===== src/rtl/conversor_bin_bcd_8bits.sv =====
// -----------------------------------------------------------------------------
// conversor_bin_bcd_8bits
//
// Sequential binary-to-BCD converter using the shift-add-3 (double dabble)
// algorithm, one input bit per clock. It sits right after the ULA result mux.
// On a start request it captures the mux output, takes its magnitude when the
// value is two's complement and negative, and after WIDTH shift cycles it
// publishes the decimal digits together with sign and zero flags for the
// display decoders. The published result holds until the next conversion ends.
//
// Parameters
//   WIDTH        binary input width, and the number of shift cycles per
//                conversion
//   DIGITS       number of BCD digits produced (DIGITS*4 bits of output)
//
// Ports
//   clk          in   1          rising-edge clock
//   rst_n        in   1          asynchronous active-low reset
//   start        in   1          conversion request, only looked at in IDLE
//   signed_mode  in   1          1: bin is two's complement, 0: unsigned
//   bin          in   WIDTH      value to convert
//   busy         out  1          conversion in progress
//   done         out  1          one-cycle pulse, bcd/neg/zero just updated
//   bcd          out  DIGITS*4   [3:0] units, [7:4] tens, [11:8] hundreds
//   neg          out  1          the magnitude shown in bcd was negative
//   zero         out  1          converted value equals zero
// -----------------------------------------------------------------------------
module conversor_bin_bcd_8bits #(
    parameter int WIDTH  = 8,
    parameter int DIGITS = 3
) (
    input  logic                  clk,
    input  logic                  rst_n,
    input  logic                  start,
    input  logic                  signed_mode,
    input  logic [WIDTH-1:0]      bin,
    output logic                  busy,
    output logic                  done,
    output logic [DIGITS*4-1:0]   bcd,
    output logic                  neg,
    output logic                  zero
);

    localparam int               BCD_W    = DIGITS * 4;
    localparam int               CNT_W    = (WIDTH > 1) ? $clog2(WIDTH) : 1;
    localparam logic [CNT_W-1:0] CNT_LAST = CNT_W'(WIDTH - 1);

    // Two spare encodings exist; the next-state default sends them to IDLE.
    typedef enum logic [1:0] {
        IDLE  = 2'b00,
        SHIFT = 2'b01
    } state_t;

    state_t             state_q, state_d;
    logic [WIDTH-1:0]   mag_q, mag_d;          // magnitude, shifted out MSB first
    logic [BCD_W-1:0]   accum_q, accum_d;      // BCD accumulator under construction
    logic [CNT_W-1:0]   cnt_q, cnt_d;          // shifts already performed
    logic               sgn_q, sgn_d;          // sign of the captured value
    logic               mag_zero_q, mag_zero_d;
    logic [BCD_W-1:0]   bcd_q, bcd_d;
    logic               neg_q, neg_d;
    logic               zero_q, zero_d;
    logic               done_q, done_d;

    // Capture-side decode of the incoming value.
    logic               in_sgn;
    logic [WIDTH-1:0]   in_mag;

    // Accumulator after the +3 correction, before the shift.
    logic [BCD_W-1:0]   accum_adj;
    logic [BCD_W-1:0]   accum_shift;

    // -------------------------------------------------------------------------
    // Input decode: negate only when the value is signed and negative. The
    // result is kept to WIDTH bits, so the most negative code maps onto its
    // own pattern, which read as unsigned is exactly the right magnitude.
    // -------------------------------------------------------------------------
    assign in_sgn = signed_mode & bin[WIDTH-1];
    assign in_mag = in_sgn ? ((~bin) + WIDTH'(1)) : bin;

    // -------------------------------------------------------------------------
    // Shift-add-3 correction: any digit >= 5 would become >= 10 after doubling,
    // so adding 3 first makes the doubling carry into the next digit.
    // -------------------------------------------------------------------------
    always_comb begin
        // NOTE: every variable written in an always_comb gets a default first;
        // a path that leaves one unassigned would infer a latch.
        accum_adj = accum_q;
        for (int d = 0; d < DIGITS; d++) begin
            if (accum_q[d*4 +: 4] >= 4'd5) begin
                accum_adj[d*4 +: 4] = accum_q[d*4 +: 4] + 4'd3;
            end
        end
    end

    // The next magnitude bit enters the units digit from the right.
    assign accum_shift = {accum_adj[BCD_W-2:0], mag_q[WIDTH-1]};

    // -------------------------------------------------------------------------
    // Next-state and datapath control.
    // -------------------------------------------------------------------------
    always_comb begin
        state_d    = IDLE;
        mag_d      = mag_q;
        accum_d    = accum_q;
        cnt_d      = cnt_q;
        sgn_d      = sgn_q;
        mag_zero_d = mag_zero_q;
        bcd_d      = bcd_q;
        neg_d      = neg_q;
        zero_d     = zero_q;
        done_d     = 1'b0;                    // pulse: cleared on every edge by default

        unique case (state_q)
            IDLE: begin
                state_d = IDLE;
                if (start) begin
                    mag_d      = in_mag;
                    sgn_d      = in_sgn;
                    mag_zero_d = (in_mag == '0);
                    accum_d    = '0;
                    cnt_d      = '0;
                    state_d    = SHIFT;
                end
            end

            SHIFT: begin
                accum_d = accum_shift;
                mag_d   = {mag_q[WIDTH-2:0], 1'b0};
                cnt_d   = cnt_q + CNT_W'(1);
                state_d = SHIFT;
                if (cnt_q == CNT_LAST) begin
                    // Last shift: publish the finished digits straight from
                    // the shift path rather than waiting another cycle.
                    bcd_d   = accum_shift;
                    neg_d   = sgn_q & ~mag_zero_q;
                    zero_d  = mag_zero_q;
                    done_d  = 1'b1;
                    cnt_d   = '0;
                    state_d = IDLE;
                end
            end

            default: begin
                state_d = IDLE;
            end
        endcase
    end

    // -------------------------------------------------------------------------
    // State registers. Reset aborts any conversion in flight and puts every
    // output back to its idle value at once.
    // -------------------------------------------------------------------------
    always_ff @(posedge clk or negedge rst_n) begin
        if (!rst_n) begin
            state_q    <= IDLE;
            mag_q      <= '0;
            accum_q    <= '0;
            cnt_q      <= '0;
            sgn_q      <= 1'b0;
            mag_zero_q <= 1'b1;
            bcd_q      <= '0;
            neg_q      <= 1'b0;
            zero_q     <= 1'b1;
            done_q     <= 1'b0;
        end else begin
            // NOTE: non-blocking assignments here so every register samples
            // the values from before this edge, independent of statement order.
            state_q    <= state_d;
            mag_q      <= mag_d;
            accum_q    <= accum_d;
            cnt_q      <= cnt_d;
            sgn_q      <= sgn_d;
            mag_zero_q <= mag_zero_d;
            bcd_q      <= bcd_d;
            neg_q      <= neg_d;
            zero_q     <= zero_d;
            done_q     <= done_d;
        end
    end

    assign busy = (state_q == SHIFT);
    assign done = done_q;
    assign bcd  = bcd_q;
    assign neg  = neg_q;
    assign zero = zero_q;

endmodule

===== config.mk =====
export PLATFORM = sky130hd
export DESIGN_NAME = conversor_bin_bcd_8bits
export DESIGN_NICKNAME = d
export VERILOG_FILES = /design/src/rtl/conversor_bin_bcd_8bits.sv
export SDC_FILE = /design/constraint.sdc
export NUM_CORES = 1
export LEC_CHECK = 0
export BUFFER_PORTS_ARGS = -buffer_cell sky130_fd_sc_hd__buf_2
export CAP_MARGIN = 5
export CORE_AREA = 2 2 80 82
export DETAILED_ROUTE_END_ITERATION = 8
export DIE_AREA = 0 0 82 84
export GPL_ROUTABILITY_DRIVEN = 1
export PLACE_DENSITY = 0.54
export SLEW_MARGIN = 0
export SYNTH_ARGS = -nofsm -noshare
export SYNTH_HDL_FRONTEND = slang
export SYNTH_SLANG_ARGS = --single-unit
export TNS_END_PERCENT = 100

===== constraint.sdc =====
create_clock -name clk -period 2.4 [get_ports clk]
set_input_delay 0.24 -clock clk [delete_from_list [all_inputs] [get_ports clk]]
set_output_delay 0.24 -clock clk [all_outputs]
set_load 0.05 [all_outputs]

==> metrics <==
relative slew slack=0.406; maximum VDD drop=0.517 mV; EDFF count, synth=0; worst path cell trace=buf_2; Pint=approximately 1.7 mW; CP bufs+invs=1; crit-path leading delay family=flip-flops; Min Clock Period, post-route=roughly 1600 ps; CP max FO=16; post-synthesis register bit count=about 40; total power=3.06 mW; clock latency on the worst-skew pair=290 ps; CP arrival=1350 ps; vias in the first global route=1,490; Post-synth ARST share=1.00; top_reg_cell synth=dfrtp_1; Worst Reg-to-Reg Cells=6; sequential area share after synthesis=0.500; top cells by area, synth=dfrtp_1, ha_1, mux2_2; Final nets=around 250; clk sinks=41; initial antenna violation count=0; TritonCTS clock tree=built; fmax=around 0.63 GHz; RR Endpoint=bcd[2]$_DFFE_PN0P_; total CTS buffers=5; WL per Instance=approximately 13 um; Comb pwr share=0.470; Crit path largest cell delay=slightly below 700 ps; number of fill cells=~630; drt pass-1 iters=4; pin count of the biggest net entering global routing=42; Yosys warnings=0; IO Pins=28; syn avg cell area=approximately 10 sq um; FF-to-FF setup slack=810 ps; Die Ht=between 80 and 90 um; Distinct cells, synth=38; Hold Buf Count CTS=0; final hold vios=0; initial cell density of the core=0.338; setup bufs post-CTS=0; drt drc=0; setup_tns=0 ps; width of the die=82 um; via count=about 1.5k; PortBufs=27; Setup crit start kind=flop; area of the core=roughly 0.006 sq mm; Cell Area, Synth=slightly above 0.002 sq mm; Die ar.=between 0.006 and 0.007 sq mm; worst endpoint required time=2160 ps; Leak=between 1 and 1.5 nW; register share of total power=0.390; GRT overflow=0; PD cells=roughly 1300 mW/mm^2; Diodes inserted=0; DP Wirelength=2840 um; status=complete, no violations; Synth top area share=0.474; num rows=29; HP Class=in2async; Routed WL=about 4000 um; post-synth top area cell=dfrtp_1; Clock Skews=around 5.2 ps; post-synth net total=approximately 220; fin util=0.387; antenna viol nets, final=0; Vias/cell=between 4 and 5; worst slew pin tran=between 800 and 900 ps; RSZ-0062 raised after global routing=no; Syn Inst Count=~200; Synth-to-Final Area Change=14.6%; clock-pin slew on the worst setup and hold paths=roughly 80 ps; cts repair resizes=0; first-pass GRT wire length=about 6900 um; MaxCap Viol Count=0; nature of the critical path endpoint=output pin; final setup violation count=0; kind of critical path=reg2out; Max stage delay cell, worst path=dfrtp_1; Clock Tree Root=clkbuf_8; worst reg2reg startpoint=accum_q[0]$_DFFE_PN0P_; clock share of power=0.141; H-Tree Depth=2; Switching Power=between 1 and 1.5 mW; Sw Share=0.441; DR iter-0 viols=52; Clock Tree Buf Depth=2; fin crit share=0.663; total track usage=0.128; layout cell share with drive strength beyond 1=0.223; routability cong.=around 0.75; final slew viol count=0
worst max path at each step:
stage	startpoint	endpoint	slack (ps)	depth (start not counted)
6_report	state_q[0]$_DFF_PN0_	busy	810	1
5_1_grt	accum_q[1]$_DFFE_PN0P_	bcd[2]$_DFFE_PN0P_	640	6
4_1_cts	state_q[0]$_DFF_PN0_	busy	790	1
3_5_place_dp	bin[0]	mag_zero_q$_DFFE_PN1P_	810	7
3_3_place_gp	bin[0]	mag_zero_q$_DFFE_PN1P_	830	7
2_1_floorplan	state_q[0]$_DFF_PN0_	mag_zero_q$_DFFE_PN1P_	880	5
through the flow:
step,worst slack (ps),std cells,area [sq um],hold slack [ps]
after floorplan,878,198,2060,-55.6
after global placement,826,298,2280,427
after detailed placement,812,298,2280,430
after CTS,791,306,2360,113
after global routing,643,306,2360,149
final,809,306,2360,66.9
layout by cell type (no fill, tap or decap), drive strengths merged, types with 2 or more instances in the layout:
master	Yosys	final
and3	6	6
o21ai	18	18
nand3	3	3
nor3b	7	7
nor2	6	6
dfstp	2	2
a21oi	10	10
nand2b	4	4
clkinv	1	3
nor3	5	5
dfrtp	39	39
mux2i	7	7
nand2	23	23
xnor2	6	6
o22ai	5	5
inv	10	10
a311oi	2	2
nand3b	2	2
buf	4	30
clkbuf	3	6
mux2	8	8
a21o	8	8
ha	9	9
flip-flops by register name, indices dropped and copies added, names as in the netlist:
signal / count
accum_q: 12
bcd: 12
mag_q: 8
cnt_q: 3
done: 1
mag_zero_q: 1
neg: 1
sgn_q: 1
state_q: 1
zero: 1
layout make-up:
| class | instances | area, sq um | area share |
|---|---|---|---|
| multi-input combinational | 139 | 952 | 0.404 |
| inverter | 11 | 41.3 | 0.0175 |
| sequential | 41 | 1030 | 0.436 |
| tap | 77 | 96.3 | 0.0408 |
| clock inverter | 2 | 10.0 | 0.00424 |
| clock buffer | 6 | 72.6 | 0.0308 |
| timing repair buffer | 30 | 158 | 0.0668 |
cell usage after synthesis (2+ instances only):
cell type,count
inv_1,10
nor3_1,4
mux2i_1,7
a21o_1,8
nand2b_1,4
a311oi_1,2
clkbuf_1,3
nand2_1,22
nand3b_1,2
o21ai_0,17
xnor2_1,6
mux2_2,8
nand3_1,3
nor2_1,6
nor3b_1,7
o22ai_1,5
ha_1,9
and3_1,6
buf_2,2
a21oi_1,10
dfstp_2,2
dfrtp_1,39
layer usage:
metal / up-vias / wire (um) / GRT usage
met5: - / 0 / 0
met4: 0 / 42 / 0.0485
met3: 4 / 155 / 0.0281
met2: 28 / 1910 / 0.202
met1: 725 / 1910 / 0.171
li1: 756 / - / -
power groups by stage:
stage               Clock, mW  Combinational (mW)  Sequential [mW]
floorplan                   0               0.769             1.53
global placement            0                1.44             1.20
detailed placement          0                1.45             1.21
CTS                     0.446                1.46             1.20
global route            0.477                1.59             1.24
finish                  0.430                1.44             1.19
logic make-up after synthesis:
kind of cell	count (synthesis)	synth area share
DFF	41	0.500
xor gates and xnor gates	6	0.0255
and+or+nand+nor	58	0.145
buffers and inverters	18	0.0377
AOI/OAI and AO/OA	51	0.159
adders and majority gates	9	0.0547
muxes	15	0.0778
Power figures use the tool's default switching activity.
